==> src/rtl/crossing_request_unit_if.sv <==
// Signals between the crossing request unit, the board button/lamp pins and the
// crossing controller.
interface crossing_request_unit_if #(
  parameter int unsigned COUNT_W = 8
);
  logic               button;
  logic [4:0]         lightseq;
  logic               start;
  logic               wait_lamp;
  logic [COUNT_W-1:0] served_count;
  logic               seq_error;

  modport master (
    output button, lightseq,
    input  start, wait_lamp, served_count, seq_error
  );
  modport slave (
    input  button, lightseq,
    output start, wait_lamp, served_count, seq_error
  );
endinterface

==> src/rtl/crossing_request_unit.sv <==
// Pedestrian request unit: button sync/debounce, start/WAIT handshake with the
// crossing controller, served counter and light-sequence protocol monitor.
module crossing_request_unit #(
  parameter int unsigned DEBOUNCE_CYCLES = 4,
  parameter int unsigned COUNT_W         = 8
) (
  input logic                    clock,
  input logic                    reset,
  crossing_request_unit_if.slave bus
);
  localparam logic [4:0] CodeRg   = 5'b01001;
  localparam logic [4:0] CodeRa   = 5'b01010;
  localparam logic [4:0] CodeWalk = 5'b10100;
  localparam logic [4:0] CodeRra  = 5'b01110;
  localparam logic [3:0] DbLast   = 4'(DEBOUNCE_CYCLES - 1);

  typedef enum logic [1:0] {StIdle, StPending, StServing} state_e;

  logic               sync1_q, btn_s_q, btn_db_q, btn_db_dly_q;
  logic [3:0]         db_cnt_q;
  state_e             state_q, state_d;
  logic               pend_again_q, pend_again_d;
  logic [COUNT_W-1:0] count_q, count_d;
  logic               start_q, wait_q;
  logic [4:0]         prev_code_q;
  logic               prev_valid_q;
  logic               seq_error_q, seq_error_d;
  logic               press, walk, code_legal, trans_legal;

  assign press = btn_db_q & ~btn_db_dly_q;
  assign walk  = (bus.lightseq == CodeWalk);

  always_ff @(posedge clock or posedge reset) begin
    if (reset) begin
      sync1_q      <= 1'b0;
      btn_s_q      <= 1'b0;
      btn_db_q     <= 1'b0;
      btn_db_dly_q <= 1'b0;
      db_cnt_q     <= '0;
    end else begin
      sync1_q      <= bus.button;
      btn_s_q      <= sync1_q;
      btn_db_dly_q <= btn_db_q;
      if (btn_s_q == btn_db_q) begin
        db_cnt_q <= '0;
      end else if (db_cnt_q == DbLast) begin
        btn_db_q <= btn_s_q;
        db_cnt_q <= '0;
      end else begin
        db_cnt_q <= db_cnt_q + 4'd1;
      end
    end
  end

  always_comb begin
    state_d      = state_q;
    pend_again_d = pend_again_q;
    count_d      = count_q;
    unique case (state_q)
      StIdle: begin
        if (press) state_d = StPending;
      end
      StPending: begin
        // WALK wins over a coincident press; the press is dropped.
        if (walk) begin
          state_d = StServing;
          count_d = count_q + 1'b1;
        end
      end
      StServing: begin
        if (press) pend_again_d = 1'b1;
        if (!walk) begin
          state_d      = (pend_again_q || press) ? StPending : StIdle;
          pend_again_d = 1'b0;
        end
      end
      default: state_d = StIdle;
    endcase
  end

  always_comb begin
    code_legal  = bus.lightseq inside {CodeRg, CodeRa, CodeWalk, CodeRra};
    trans_legal = 1'b0;
    case (prev_code_q)
      CodeRg:   trans_legal = (bus.lightseq == CodeRg) || (bus.lightseq == CodeRa);
      CodeRa:   trans_legal = (bus.lightseq == CodeWalk);
      CodeWalk: trans_legal = (bus.lightseq == CodeWalk) || (bus.lightseq == CodeRra);
      CodeRra:  trans_legal = (bus.lightseq == CodeRg);
      default:  trans_legal = 1'b0;
    endcase
    seq_error_d = seq_error_q | ~code_legal | (prev_valid_q & ~trans_legal);
  end

  always_ff @(posedge clock or posedge reset) begin
    if (reset) begin
      state_q      <= StIdle;
      pend_again_q <= 1'b0;
      count_q      <= '0;
      start_q      <= 1'b0;
      wait_q       <= 1'b0;
      prev_code_q  <= '0;
      prev_valid_q <= 1'b0;
      seq_error_q  <= 1'b0;
    end else begin
      state_q      <= state_d;
      pend_again_q <= pend_again_d;
      count_q      <= count_d;
      start_q      <= (state_d == StPending);
      wait_q       <= (state_d == StPending);
      prev_code_q  <= bus.lightseq;
      prev_valid_q <= 1'b1;
      seq_error_q  <= seq_error_d;
    end
  end

  assign bus.start        = start_q;
  assign bus.wait_lamp    = wait_q;
  assign bus.served_count = count_q;
  assign bus.seq_error    = seq_error_q;
endmodule

==> src/flat_wrapper.sv <==
// flat-port wrapper written by rule: the top's interface ports become plain ports
module crossing_request_unit_flat 
#(
  parameter int unsigned DEBOUNCE_CYCLES = 4,
  parameter int unsigned COUNT_W         = 8
)
  (clock, reset, bus_button, bus_lightseq, bus_start, bus_wait_lamp, bus_served_count, bus_seq_error);
  crossing_request_unit_if #(.COUNT_W(COUNT_W)) bus_i ();
  input logic clock;
  input logic reset;
  input wire logic [$bits(bus_i.button)-1:0] bus_button;
  input wire logic [$bits(bus_i.lightseq)-1:0] bus_lightseq;
  output wire logic [$bits(bus_i.start)-1:0] bus_start;
  output wire logic [$bits(bus_i.wait_lamp)-1:0] bus_wait_lamp;
  output wire logic [$bits(bus_i.served_count)-1:0] bus_served_count;
  output wire logic [$bits(bus_i.seq_error)-1:0] bus_seq_error;
  assign bus_i.button = bus_button;
  assign bus_i.lightseq = bus_lightseq;
  assign bus_start = bus_i.start;
  assign bus_wait_lamp = bus_i.wait_lamp;
  assign bus_served_count = bus_i.served_count;
  assign bus_seq_error = bus_i.seq_error;
  crossing_request_unit #(.DEBOUNCE_CYCLES(DEBOUNCE_CYCLES), .COUNT_W(COUNT_W)) u_core (.clock(clock), .reset(reset), .bus(bus_i));
endmodule
==> config.mk <==
export PLATFORM = sky130hd
export DESIGN_NAME = crossing_request_unit_flat
export DESIGN_NICKNAME = d
export VERILOG_FILES = /design/src/rtl/crossing_request_unit_if.sv /design/src/rtl/crossing_request_unit.sv /design/src/flat_wrapper.sv
export SDC_FILE = /design/constraint.sdc
export NUM_CORES = 1
export LEC_CHECK = 0
export CAP_MARGIN = 20
export CORE_MARGIN = 4
export CORE_UTILIZATION = 51
export CTS_CLUSTER_DIAMETER = 80
export DETAILED_ROUTE_END_ITERATION = 8
export PLACE_DENSITY = 0.77
export SLEW_MARGIN = 40
export SYNTH_ARGS = -nofsm -noshare
export SYNTH_HDL_FRONTEND = slang
export SYNTH_SLANG_ARGS = --single-unit
==> constraint.sdc <==
create_clock -name clock -period 2.1 [get_ports clock]
set_clock_uncertainty 0.15 [all_clocks]
set_input_delay 0.21 -clock clock [delete_from_list [all_inputs] [get_ports clock]]
set_output_delay 0.21 -clock clock [all_outputs]
set_load 0.02 [all_outputs]
==> impl_results.md <==
* Outcome: complete, no violations
* Crit path buffers/inverters at 1
* Number of global-route vias before repair at 837
* CP endpoint kind: output port
* Num ports at 19
* Most used standard cell by instance count after synthesis: dfrtp_1
* Multi-input gate area at 452 µm²
* Top post-synthesis cells by count: dfrtp_1, nand2b_1, a21oi_1, xnor2_1, nand4_1
* Critical path's slowest cell: clkdlybuf4s50_1
* Worst-Skew Late Latency at 0.32 ns
* Die Ht at 55.4 µm
* Mapped Nets at 103
* # Post-CTS Setup Buffers at 0
* Diodes inserted at 0
* RePlAce Congestion at 0.804
* Yosys top cell area share at 0.590
* CTS buffer count at 3
* Leak at 0.602 nW
* Sequential share of the synthesized area at 0.590
* Main flop type after synthesis: dfrtp_1
* Post-synth EDFFs at 0
* Worst r2r src: u_core.prev_code_q[1]$_DFF_PP0_
* Worst setup path class: reg2out
* Post-route DRC violation count at 0
* Crit path largest cell delay at 0.64 ns
* Clk slew on worst S/H paths at 0.15 ns
* # rows at 16
* Routed WL per cell at 14.4 µm
* Setup TNS Final at 0 ns
* Port Buf Inserts at 18
* HP Class: in2async
* Hold slack at 0.0749 ns
* Global-route wire length before repair at 3660 µm
* Synthesized area at 0.00115 mm²
* Gr usage total at 0.145
* CP Data Arrival Time at 1.44 ns
* RSZ-0062 raised after global routing: no
* Final ANT Viol Nets at 0
* H-tree levels at 1
* Synth unique cells at 30
* Placement Setup Slack at -0.0241 ns
* Final hold vios at 0
* DP Cell Count at 143
* Leading area contributor after synthesis: dfrtp_1
* Iteration-0 DRC Markers at 1
* Mean Syn Cell Area at 12.3 µm²
* 1st-pass router iterations at 4
* Nets at 131
* CP Max Fanout at 6
* Ranking of synthesized cells by area: dfrtp_1, xnor2_1, nand2b_1, nand4_1, a21oi_1
* Async S/R FF share, synth at 1.00
* CTS resizes at 0
* GRT overflow at 0
* Initial antenna violation count at 0
* FF+latch area at 676 µm²
* Worst setup SP type: register
* Root buf cell: clkbuf_4
* Power Total at 1.24 mW
* # hold bufs at CTS at 0
* Pwr Density at 871 mW/mm²
* Required time of the critical path at 1.74 ns
* HPWL Detailed at 1620 µm
* Peak supply drop at 710 µV
* Max-slew violations at 0
* Die X at 55.4 µm
* Largest delay share family, worst path: buffers and inverters
* CTS max path bufs at 2
* Max Cap Viol at 0
* Worst Slack Setup Final at 0.303 ns
* Final wirelength at 2120 µm
* Largest net degree at the start of global routing at 28
* Fin cells at 147
* Worst-path cell chain: clkdlybuf4s50_1
* TritonCTS clock tree: yes
* # setup viols final at 0
* Final worst path period share at 0.856
* Via Count at 785
* Clk sinks at 27
* Fin crit period at 1.80 ns
* Layout area overhead at 24.6%
* Fmax at 556 MHz
* Yosys warns at 0
* Vias/cell at 5.34
* Synth Instances at 93
* Initial Util at 0.561
* Ratio of cells with drive above 1 in the final layout at 0.133
* Fillcell total at 167
* Setup crit start: u_core.bus.served_count[0]$_DFFE_PP0P_
* Core Region at 0.00204 mm²
* Die area at 0.00307 mm²
* Synth Register Bits at 27
==> power breakdown <==
group | internal [mW] | switching [mW]
clock network | 0.0726 | 0.153
registers | 0.609 | 0.0797
logic | 0.165 | 0.164
total | 0.847 | 0.396
==> sequential cells by signal (all words and copies together), names as in the netlist <==
register,count
u_core.btn_db_dly_q,1
u_core.pend_again_q,1
u_core.db_cnt_q,4
u_core.btn_s_q,1
u_core.bus.served_count,8
u_core.prev_valid_q,1
u_core.sync1_q,1
u_core.prev_code_q,5
u_core.state_q,2
u_core.btn_db_q,1
u_core.bus.start,1
u_core.bus.seq_error,1
==> cells by family (layout without fill, tap and decap cells) <==
logic type,after synthesis,after routing,synth area share
and+or+nand+nor,33,33,0.193
DFF,27,27,0.590
AOI/OAI and AO/OA,14,14,0.0797
xor gates and xnor gates,10,10,0.0764
buffers and inverters,4,31,0.0164
adders and majority gates,2,2,0.0218
muxes,2,2,0.0196
other,1,1,0.00327
==> cells in the final DEF (no fill, tap or decap) <==
cell	instances
a2111oi_0	1
buf_4	6
nand4_1	6
a21oi_1	7
conb_1	1
nor3_1	1
nor4_1	1
nand3b_1	2
inv_1	3
dfrtp_1	27
a211o_1	1
nand2_1	1
clkdlybuf4s50_1	18
nor3b_1	2
mux2_2	2
nor2_2	1
nor3_4	1
o311ai_0	1
nor2_1	1
or3b_2	1
and3_1	2
nand3_1	1
ha_1	2
or3b_4	1
o21ai_0	2
nand2b_1	8
xor2_1	3
clkinvlp_4	1
xnor2_1	7
o41a_1	1
o41ai_1	1
clkbuf_4	3
nor2b_1	4
==> metal layers <==
layer / wire length (µm) / vias up / track usage
li1: - / 383 / -
met5: 0 / - / 0
met1: 996 / 386 / 0.188
met3: 60 / 2 / 0.0303
met4: 14 / 0 / 0.0486
met2: 1050 / 14 / 0.242
==> final cells by class <==
| type | count | share of cell area |
|---|---|---|
| clock inverters | 1 | 0.00526 |
| repair buffers | 24 | 0.158 |
| flip-flops and latches | 27 | 0.473 |
| well taps | 27 | 0.0237 |
| inverters | 3 | 0.00789 |
| clock buffers | 3 | 0.0158 |
| multi-input cells | 62 | 0.316 |
==> stage by stage <==
step / instance area (µm²) / utilization
2_1_floorplan: 1150 / -
3_3_place_gp: 1400 / 0.684
3_5_place_dp: 1400 / 0.684
5_1_grt: 1430 / 0.699
4_1_cts: 1430 / 0.699
6_report: 1430 / 0.699
==> final timing paths <==
| kind | endpoint | slack, ns | cells after the start |
|---|---|---|---|
| max | bus_served_count[0] | 0.30 | 1 |
| min | u_core.bus.start$_DFF_PP0_ | 0.07 | 3 |
| max reg2reg | u_core.bus.seq_error$_DFF_PP0_ | 0.50 | 4 |
| min reg2reg | u_core.btn_s_q$_DFF_PP0_ | 0.22 | 0 |
| max in group asynchronous | u_core.bus.served_count[1]$_DFFE_PP0P_ | 1.47 | 3 |
| min in group clock | u_core.sync1_q$_DFF_PP0_ | 0.15 | 1 |
No activity file was read; power rests on OpenSTA's default activity.
